## config.mk

```make
export PLATFORM = sky130hd
export DESIGN_NAME = hazard_ctrl
export DESIGN_NICKNAME = d
export VERILOG_FILES = /design/src/rtl/core_pkg.sv /design/src/rtl/sat_counter.sv /design/src/rtl/hazard_ctrl.sv
export SDC_FILE = /design/constraint.sdc
export NUM_CORES = 1
export LEC_CHECK = 0
export CAP_MARGIN = 10
export CORE_MARGIN = 2
export CORE_UTILIZATION = 50
export DETAILED_ROUTE_END_ITERATION = 8
export PLACE_DENSITY = 0.83
export SKIP_CTS_REPAIR_TIMING = 1
export SYNTH_ARGS = -nofsm -noshare
export SYNTH_HDL_FRONTEND = slang
export SYNTH_SLANG_ARGS = --single-unit
```

## constraint.sdc

```tcl
create_clock -name clk -period 3 [get_ports clk]
set_input_delay 0.45 -clock clk [delete_from_list [all_inputs] [get_ports clk]]
set_output_delay 0.45 -clock clk [all_outputs]
set_load 0.1 [all_outputs]
```

## src/rtl/core_pkg.sv

```systemverilog
`default_nettype none
// ============================================================================
// Module      : core_pkg
// Description : Shared definitions for the 5-stage core hazard logic:
//               hazard FSM state encoding, EX operand forwarding selects and a
//               forwarding-select helper used for both EX operands.
// Revision    : 1.0 - initial release
// ============================================================================
package core_pkg;

    // Hazard FSM state encoding
    localparam int         c_state_w     = 2;
    localparam logic [1:0] c_st_run      = 2'd0;
    localparam logic [1:0] c_st_lu_stall = 2'd1;
    localparam logic [1:0] c_st_mem_wait = 2'd2;

    // EX operand select encoding
    localparam logic [1:0] FWD_RF  = 2'b00;
    localparam logic [1:0] FWD_WB  = 2'b01;
    localparam logic [1:0] FWD_MEM = 2'b10;

    // Operand source select for one EX operand. MEM is the younger producer,
    // so it wins over WB when both write the same register.
    function automatic logic [1:0] fwd_sel(
        input logic       mem_we,
        input logic [4:0] mem_rd,
        input logic       wb_we,
        input logic [4:0] wb_rd,
        input logic [4:0] src
    );
        if (mem_we && (mem_rd != 5'd0) && (mem_rd == src))
            return FWD_MEM;
        else if (wb_we && (wb_rd != 5'd0) && (wb_rd == src))
            return FWD_WB;
        else
            return FWD_RF;
    endfunction

endpackage : core_pkg
`default_nettype wire

```

## src/rtl/sat_counter.sv

```systemverilog
`default_nettype none
// ============================================================================
// Module      : sat_counter
// Description : Event counter that sticks at all-ones instead of wrapping.
//   clk      in   clock, rising edge
//   rst_n    in   synchronous active-low reset, clears the count
//   i_inc    in   count one event this cycle
//   o_count  out  current count (CNT_W bits)
// Revision    : 1.0 - initial release
// ============================================================================
module sat_counter #(
    parameter int CNT_W = 16
) (
    input  logic             clk,
    input  logic             rst_n,
    input  logic             i_inc,
    output logic [CNT_W-1:0] o_count
);

    localparam logic [CNT_W-1:0] c_one = {{(CNT_W-1){1'b0}}, 1'b1};

    logic [CNT_W-1:0] r_count;

    always_ff @(posedge clk) begin
        if (!rst_n)
            r_count <= '0;
        else if (i_inc && (r_count != '1))
            r_count <= r_count + c_one;
    end

    assign o_count = r_count;

endmodule : sat_counter
`default_nettype wire

```

## src/rtl/hazard_ctrl.sv

```systemverilog
`default_nettype none
// ============================================================================
// Module      : hazard_ctrl
// Description : Pipeline hazard controller for the 5-stage RISC-V core.
//               Issues PC / IF-ID / EX-MEM holds, ID bubbles, IF-ID / ID-EX
//               flushes, EX forwarding selects, ID write-through bypass, and
//               keeps saturating stall / flush statistics.
//   clk, rst_n                  clock, synchronous active-low reset
//   id_rs1/2, id_use_rs1/2      ID source registers and their use flags
//   ex_rd, ex_mem_read,
//   ex_reg_write                EX destination and control bits
//   mem_rd, mem_reg_write       MEM destination and write enable
//   wb_rd, wb_reg_write         WB destination and write enable
//   branch_taken                EX resolved a taken branch / JAL
//   dmem_busy                   data memory not ready this cycle
//   pc_hold, ifid_hold,
//   idex_bubble, exmem_hold     freeze / bubble controls
//   ifid_flush, idex_flush      pipeline register clears
//   fwd_a, fwd_b                EX operand selects
//   id_byp_rs1/2                ID register-file write-through selects
//   stall_cnt, flush_cnt        saturating event counters
// Revision    : 1.0 - initial release
// ============================================================================
module hazard_ctrl
    import core_pkg::*;
#(
    parameter int CNT_W = 16
) (
    input  logic             clk,
    input  logic             rst_n,
    input  logic [4:0]       id_rs1,
    input  logic [4:0]       id_rs2,
    input  logic             id_use_rs1,
    input  logic             id_use_rs2,
    input  logic [4:0]       ex_rd,
    input  logic             ex_mem_read,
    input  logic             ex_reg_write,
    input  logic [4:0]       mem_rd,
    input  logic             mem_reg_write,
    input  logic [4:0]       wb_rd,
    input  logic             wb_reg_write,
    input  logic             branch_taken,
    input  logic             dmem_busy,
    output logic             pc_hold,
    output logic             ifid_hold,
    output logic             idex_bubble,
    output logic             exmem_hold,
    output logic             ifid_flush,
    output logic             idex_flush,
    output logic [1:0]       fwd_a,
    output logic [1:0]       fwd_b,
    output logic             id_byp_rs1,
    output logic             id_byp_rs2,
    output logic [CNT_W-1:0] stall_cnt,
    output logic [CNT_W-1:0] flush_cnt
);

    logic [c_state_w-1:0] r_state;
    logic [c_state_w-1:0] w_state_nxt;
    logic                 r_redir_pend;
    logic                 w_redir_pend_nxt;
    logic [4:0]           r_ex_rs1;
    logic [4:0]           r_ex_rs2;

    logic w_load_use;
    logic w_redirect;
    logic w_pc_hold;
    logic w_ifid_hold;
    logic w_idex_bubble;
    logic w_exmem_hold;
    logic w_flush;
    logic [1:0] w_fwd_a;
    logic [1:0] w_fwd_b;
    logic [CNT_W-1:0] w_stall_cnt;
    logic [CNT_W-1:0] w_flush_cnt;

    // EX never forwards its own result, so its write enable is not needed.
    logic w_unused;
    assign w_unused = ex_reg_write;

    assign w_load_use = ex_mem_read && (ex_rd != 5'd0) &&
                        ((id_use_rs1 && (ex_rd == id_rs1)) ||
                         (id_use_rs2 && (ex_rd == id_rs2)));

    // ------------------------------------------------------------------
    // FSM state register
    // ------------------------------------------------------------------
    always_ff @(posedge clk) begin
        if (!rst_n) begin
            r_state      <= c_st_run;
            r_redir_pend <= 1'b0;
        end else begin
            r_state      <= w_state_nxt;
            r_redir_pend <= w_redir_pend_nxt;
        end
    end

    // ------------------------------------------------------------------
    // Next state and control outputs. dmem_busy beats a redirect, which
    // beats a load-use, whatever the current state.
    // ------------------------------------------------------------------
    always_comb begin
        w_state_nxt      = r_state;
        w_redir_pend_nxt = r_redir_pend;
        w_redirect       = 1'b0;
        w_pc_hold        = 1'b0;
        w_ifid_hold      = 1'b0;
        w_idex_bubble    = 1'b0;
        w_exmem_hold     = 1'b0;
        w_flush          = 1'b0;

        if (dmem_busy) begin
            // Freeze; a branch resolved now is replayed once memory is ready.
            w_pc_hold    = 1'b1;
            w_ifid_hold  = 1'b1;
            w_exmem_hold = 1'b1;
            w_state_nxt  = c_st_mem_wait;
            if (branch_taken)
                w_redir_pend_nxt = 1'b1;
        end else begin
            case (r_state)
                c_st_mem_wait: begin
                    w_redirect       = r_redir_pend || branch_taken;
                    w_redir_pend_nxt = 1'b0;
                end
                default: begin
                    w_redirect = branch_taken;
                end
            endcase

            w_state_nxt = c_st_run;
            if (w_redirect) begin
                w_flush = 1'b1;
            end else if ((r_state != c_st_lu_stall) && w_load_use) begin
                // The cycle leaving MEM_WAIT behaves like RUN, so a load-use
                // still present there is stalled as well.
                w_pc_hold     = 1'b1;
                w_ifid_hold   = 1'b1;
                w_idex_bubble = 1'b1;
                w_state_nxt   = c_st_lu_stall;
            end
        end
    end

    // ------------------------------------------------------------------
    // EX-stage copies of the source register indices
    // ------------------------------------------------------------------
    always_ff @(posedge clk) begin
        if (!rst_n) begin
            r_ex_rs1 <= 5'd0;
            r_ex_rs2 <= 5'd0;
        end else if (w_idex_bubble || w_flush) begin
            r_ex_rs1 <= 5'd0;
            r_ex_rs2 <= 5'd0;
        end else if (!w_ifid_hold && !w_exmem_hold) begin
            r_ex_rs1 <= id_rs1;
            r_ex_rs2 <= id_rs2;
        end
    end

    assign w_fwd_a = fwd_sel(mem_reg_write, mem_rd, wb_reg_write, wb_rd, r_ex_rs1);
    assign w_fwd_b = fwd_sel(mem_reg_write, mem_rd, wb_reg_write, wb_rd, r_ex_rs2);

    // ------------------------------------------------------------------
    // Statistics
    // ------------------------------------------------------------------
    sat_counter #(.CNT_W(CNT_W)) u_stall_cnt (
        .clk     (clk),
        .rst_n   (rst_n),
        .i_inc   (w_pc_hold),
        .o_count (w_stall_cnt)
    );

    sat_counter #(.CNT_W(CNT_W)) u_flush_cnt (
        .clk     (clk),
        .rst_n   (rst_n),
        .i_inc   (w_flush),
        .o_count (w_flush_cnt)
    );

    // ------------------------------------------------------------------
    // Outputs are quiet for as long as reset is held.
    // ------------------------------------------------------------------
    assign pc_hold     = rst_n & w_pc_hold;
    assign ifid_hold   = rst_n & w_ifid_hold;
    assign idex_bubble = rst_n & w_idex_bubble;
    assign exmem_hold  = rst_n & w_exmem_hold;
    assign ifid_flush  = rst_n & w_flush;
    assign idex_flush  = rst_n & w_flush;
    assign fwd_a       = rst_n ? w_fwd_a : FWD_RF;
    assign fwd_b       = rst_n ? w_fwd_b : FWD_RF;
    assign id_byp_rs1  = rst_n & wb_reg_write & (wb_rd != 5'd0) & (wb_rd == id_rs1);
    assign id_byp_rs2  = rst_n & wb_reg_write & (wb_rd != 5'd0) & (wb_rd == id_rs2);
    assign stall_cnt   = rst_n ? w_stall_cnt : '0;
    assign flush_cnt   = rst_n ? w_flush_cnt : '0;

endmodule : hazard_ctrl
`default_nettype wire

```

* Word level (Yosys, flattened, before mapping) *
Cells that the tools add are included.
W data, S select, Z words.

storage, ports and cells
  flip-flop bits (word level) = 45
  output and inout port bits = 44
  input bits = 35

cells by class
  add/subtract/negate cells = 2
  reductions and logical operators = 26
  multiplexer cells = 23
  bitwise gates (word level) = 9
  equal/unequal tests = 13

operators with widths
  operator                 count
  $eq A5 B5 Y1             8
  $add A16 B1 Y16 const B  2
  $mux W16                 2
  $ne A16 B16 Y1 const B   2
  $mux W1                  16
  $reduce_bool A5 Y1       3
  $logic_and A1 B1 Y1      14
  $mux W2                  5
  $and A1 B1 Y1            8
  $logic_or A1 B1 Y1       3
  $reduce_or A3 Y1         1
  $eq A2 B2 Y1 const B     1
  $logic_not A1 Y1         2
  $ne A2 B1 Y1 const B     1
  $ne A2 B2 Y1 const B     1
  $reduce_and A2 Y1        1
  $reduce_bool A2 Y1       1
  $reduce_or A2 Y1         1
  $not A1 Y1               1

* Depth between registers and ports, before layout *
  depth in word-level cells = 10
  gate-level depth with buffers = 9

* Modules after synthesis *
Synthesis repeated with hierarchy kept, for this count alone.

unflattened totals
  cell total of the unflattened synthesis = 367
  area total of the unflattened synthesis = 3,095.5 µm²

modules (own cells, without submodules)
  module       times used  area an instance (µm²)  seq. area each (µm²)  cells an instance
  sat_counter  2           837.1                   320.3                 97
  hazard_ctrl  1           1,421.4                 260.2                 173

* Worst setup path before layout *
Ideal clock, no wire load.

  kind = input port to output port
  start point = in wb_rd[2]
  end point = out id_byp_rs1
  data required time = 2,550 ps
  slack = -1,332 ps
  arrival time = 3,882 ps
  cell stages on the path = 4
  buffers on the path = 1
  path through = clkbuf_1 or4_1 o211ai_1 nor4_1

between the ends
  cells in the longest elaborated chain, start to end = 3
  elaborated cells between the ends (all ways) = 4
  classes of those cells = 1 x eq/ne; 2 x bitwise; 1 x reduce/logical

RTL lines
  element             line                text
  from (decl)         hazard_ctrl.sv:40   input logic [4:0] wb_rd,
  $reduce_bool A5 Y1  hazard_ctrl.sv:192  assign id_byp_rs1 = rst_n & wb_reg_write & (wb_rd != 5'd0) & (wb_rd == id_rs1);
  $and A1 B1 Y1       hazard_ctrl.sv:192
  $and A1 B1 Y1 (*)   hazard_ctrl.sv:192
  to (decl)           hazard_ctrl.sv:52   output logic id_byp_rs1,

Mark *: on every way between the ends. The rest lies on a longest branch, timed or not.

* Worst setup path after layout *
  start point = in id_rs1[2]
  end point = out ifid_hold

between the ends
  cells in the longest elaborated chain, start to end = 9

RTL lines
  element              line                text
  from (decl)          hazard_ctrl.sv:31   input logic [4:0] id_rs1,
  $eq A5 B5 Y1         hazard_ctrl.sv:82   ((id_use_rs1 && (ex_rd == id_rs1)) ||
  $logic_and A1 B1 Y1  hazard_ctrl.sv:82
  $logic_or A1 B1 Y1   hazard_ctrl.sv:82
  $logic_and A1 B1 Y1  hazard_ctrl.sv:81   assign w_load_use = ex_mem_read && (ex_rd != 5'd0) &&
  $logic_and A1 B1 Y1  hazard_ctrl.sv:134  end else if ((r_state != c_st_lu_stall) && w_load_use) begin
  $mux W1              hazard_ctrl.sv:134
  $mux W1              hazard_ctrl.sv:132  if (w_redirect) begin
  $mux W1              hazard_ctrl.sv:112  if (dmem_busy) begin
  $and A1 B1 Y1        hazard_ctrl.sv:185  assign ifid_hold = rst_n & w_ifid_hold;
  to (decl)            hazard_ctrl.sv:45   output logic ifid_hold,

Every way passes these cells.

==> results.json <==
{
  "outcome": "finished clean",
  "synth_cell_types": 47,
  "crit_chain": "clkdlybuf4s50_1, xnor2_1, nand4_1, o22ai_4, a21oi_4, buf_4, nor2_2, buf_12",
  "synth_nets": 368,
  "fin_crit_sh": 0.9487,
  "port_buffers": 77,
  "rsz0062_at_grt": "no",
  "clkTransAtPathRegs_ns": 0.09,
  "place_hpwl_um": 6006,
  "dr.pass1.iters": 4,
  "synthesis.area_sq_um": 2861,
  "place_area_sq_um": 4168,
  "critPathMaxFanout": 10,
  "vdd_drop_max_v": 0.0001933,
  "areaGrowthSynthToFinish_pct": 49.19,
  "die_h_um": 79.65,
  "setup_slack_ns": 0.1539,
  "wl_met2_um": 3930,
  "overflow": 0,
  "crit_type": "in2out",
  "grt_pass1_vias": 2761,
  "setup_tns_ns": 0,
  "nNetsFinal": 441,
  "setup_viol": 0,
  "drive_above_1_share": 0.2321,
  "drt-total-wl_um": 7853,
  "fmax_mhz": 351.4,
  "worst_path_max_delay_cell": "clkdlybuf4s50_1",
  "antenna_cells": 0,
  "finalWeightedCongestion": 0.8521,
  "drc_errors": 0,
  "fin_area_sq_um": 4269,
  "clock_latency_ns": 0.31,
  "synthTopCellsByCount": "dfxtp_1 (45), and2_1 (35), xnor2_1 (30)",
  "clock_sink_count": 45,
  "ys_seq_elements": 45,
  "cts_max_path_buffers": 2,
  "max_cap_violations": 0,
  "hold_viol_final": 0,
  "row_count": 27,
  "grt.total_usage": 0.2502,
  "antenna_found_initial": 0,
  "synth_top_area_cell": "dfxtp_1",
  "vias_per_cell": 5.801,
  "final.min_clock_period_ns": 2.846,
  "synth_top_area_frac": 0.3148,
  "synth_ff_type": "dfxtp_1",
  "finalClockSkew_ns": 0.007917,
  "fin_util": 0.7753,
  "syn_inst": 331,
  "yosys_warnings": 0,
  "worstPathRequired_ns": 2.55,
  "htree_levels": 2,
  "fp.coreArea_sq_um": 5507,
  "p_leak_uw": 0.001562,
  "clock-root-buffer": "clkbuf_8",
  "seq_area_frac_synth": 0.3148,
  "cts_tree": "built",
  "cts_buffers": 5,
  "powerDensity_nw_per_um2": 312.1,
  "yosysMostFrequentCell": "dfxtp_1",
  "wl_met1_um": 3198,
  "power.total_uw": 1332,
  "worstSetupStartpointType": "primary input",
  "reg2reg_slack_ns": 0.78,
  "post-place-ws_ns": 0.1699,
  "slew_headroom": 0.5009,
  "worstMarginPinSlew_ns": 0.7424,
  "io_pins": 79,
  "drv_slew": 0,
  "async_reset_ff_frac": 0,
  "vias": 2767,
  "synth_area_per_cell_sq_um": 8.645,
  "wl_per_cell_um": 16.46,
  "drtIter0Drc": 177,
  "routed-wl-met3_um": 478,
  "initial_core_util": 0.5197,
  "ant_nets": 0,
  "routed.top_layer": "met4",
  "cpPeakStageDelay_ns": 0.58,
  "synth-edff-count": 0,
  "dieArea_sq_um": 6344,
  "hold_class": "reg2reg",
  "grt_first_pass_wirelength_um": 12600,
  "cp-end-kind": "output port",
  "synth_area_leaders": "dfxtp_1 (31%), xnor2_1 (9.2%), and2_1 (7.7%), xor2_1 (6.7%), nor2_1 (3.7%)",
  "fillers": 355,
  "crit_arrival_ns": 2.40,
  "die_x_um": 79.65,
  "grt_max_degree": 29
}
[per-stage QoR]
step                      std cells  hold slack [ns]
after floorplan                 331           0.4497
after global placement          469           0.4602
after detailed placement        469           0.4803
after CTS                       477           0.4910
after global routing            477           0.5057
final                           477           0.4923
[kinds of logic (layout without fill, tap and decap cells)]
group                      after synthesis  in the layout  share of synthesized area
and+or+nand+nor                        150            150                     0.2951
DFF                                     45             45                     0.3148
AOI/OAI and AO/OA                       44             44                     0.1268
adders and majority gates                2              2                   0.008744
buffers and inverters                   28            102                    0.05203
muxes                                   10             10                    0.04329
xor gates and xnor gates                52             52                     0.1592
[cell type report]
cell class	instances	area, sq um	area share
inverters	6	22.52	0.005276
clock inverters	1	5.005	0.001172
repair buffers	88	1294	0.3030
clock buffers	7	96.34	0.02257
flip-flops and latches	45	900.9	0.2110
multi-input cells	258	1861	0.4358
well taps	72	90.09	0.02110
[metal layers]
| metal | track usage | up-vias |
|---|---|---|
| met4 | 0.1086 | 0 |
| met3 | 0.04977 | 23 |
| met1 | 0.3043 | 1318 |
| li1 | - | 1314 |
| met5 | 0 | - |
| met2 | 0.4261 | 112 |
[critical path, delay by kind of cell]
kind            cells  cell delay (ns)
simple gates        2             0.43
buf+inv             3             0.97
compound gates      2             0.38
xor+xnor            1             0.16
[path summary, 6_finish.rpt]
path                                              from  cells past startpoint                      to
worst min-delay path            u_flush_cnt.o_count[1]                      2  u_flush_cnt.o_count[1]
worst min register to register  u_flush_cnt.o_count[1]                      2  u_flush_cnt.o_count[1]
worst max register to register  u_stall_cnt.o_count[3]                      6  u_stall_cnt.o_count[3]
worst max-delay path                         id_rs1[2]                      8               ifid_hold
[state kept, by name (all words and copies together), names as in the netlist]
name,flops
r_ex_rs1,5
r_redir_pend,1
u_flush_cnt.o_count,16
r_state,2
r_ex_rs2,5
u_stall_cnt.o_count,16
[power breakdown]
| group | switching, uW | internal [uW] | total (uW) |
|---|---|---|---|
| combinational | 160 | 129 | 288 |
| sequential | 15.2 | 610 | 625 |
| clock | 211 | 208 | 419 |
| total | 386 | 947 | 1330 |
[layout by cell type, fill, tap and decap left out, types with 6 or more instances in the layout]
cell             synthesis  routed
dfxtp_1                 45      45
buf_12                   0      44
and2_1                  35      35
clkdlybuf4s50_1          0      33
xnor2_1                 30      30
nor2_1                  28      27
xor2_1                  22      22
nand3_1                 20      20
nand4_1                 13      13
nand2_1                 12      12
buf_4                    3      11
a22o_1                  10      10
a21oi_1                  9       9
o21ai_0                  7       7
mux2_2                   7       7
clkbuf_8                 0       7
nor3_1                   8       6
inv_1                    6       6
No activity file was read; power rests on OpenSTA's default activity.
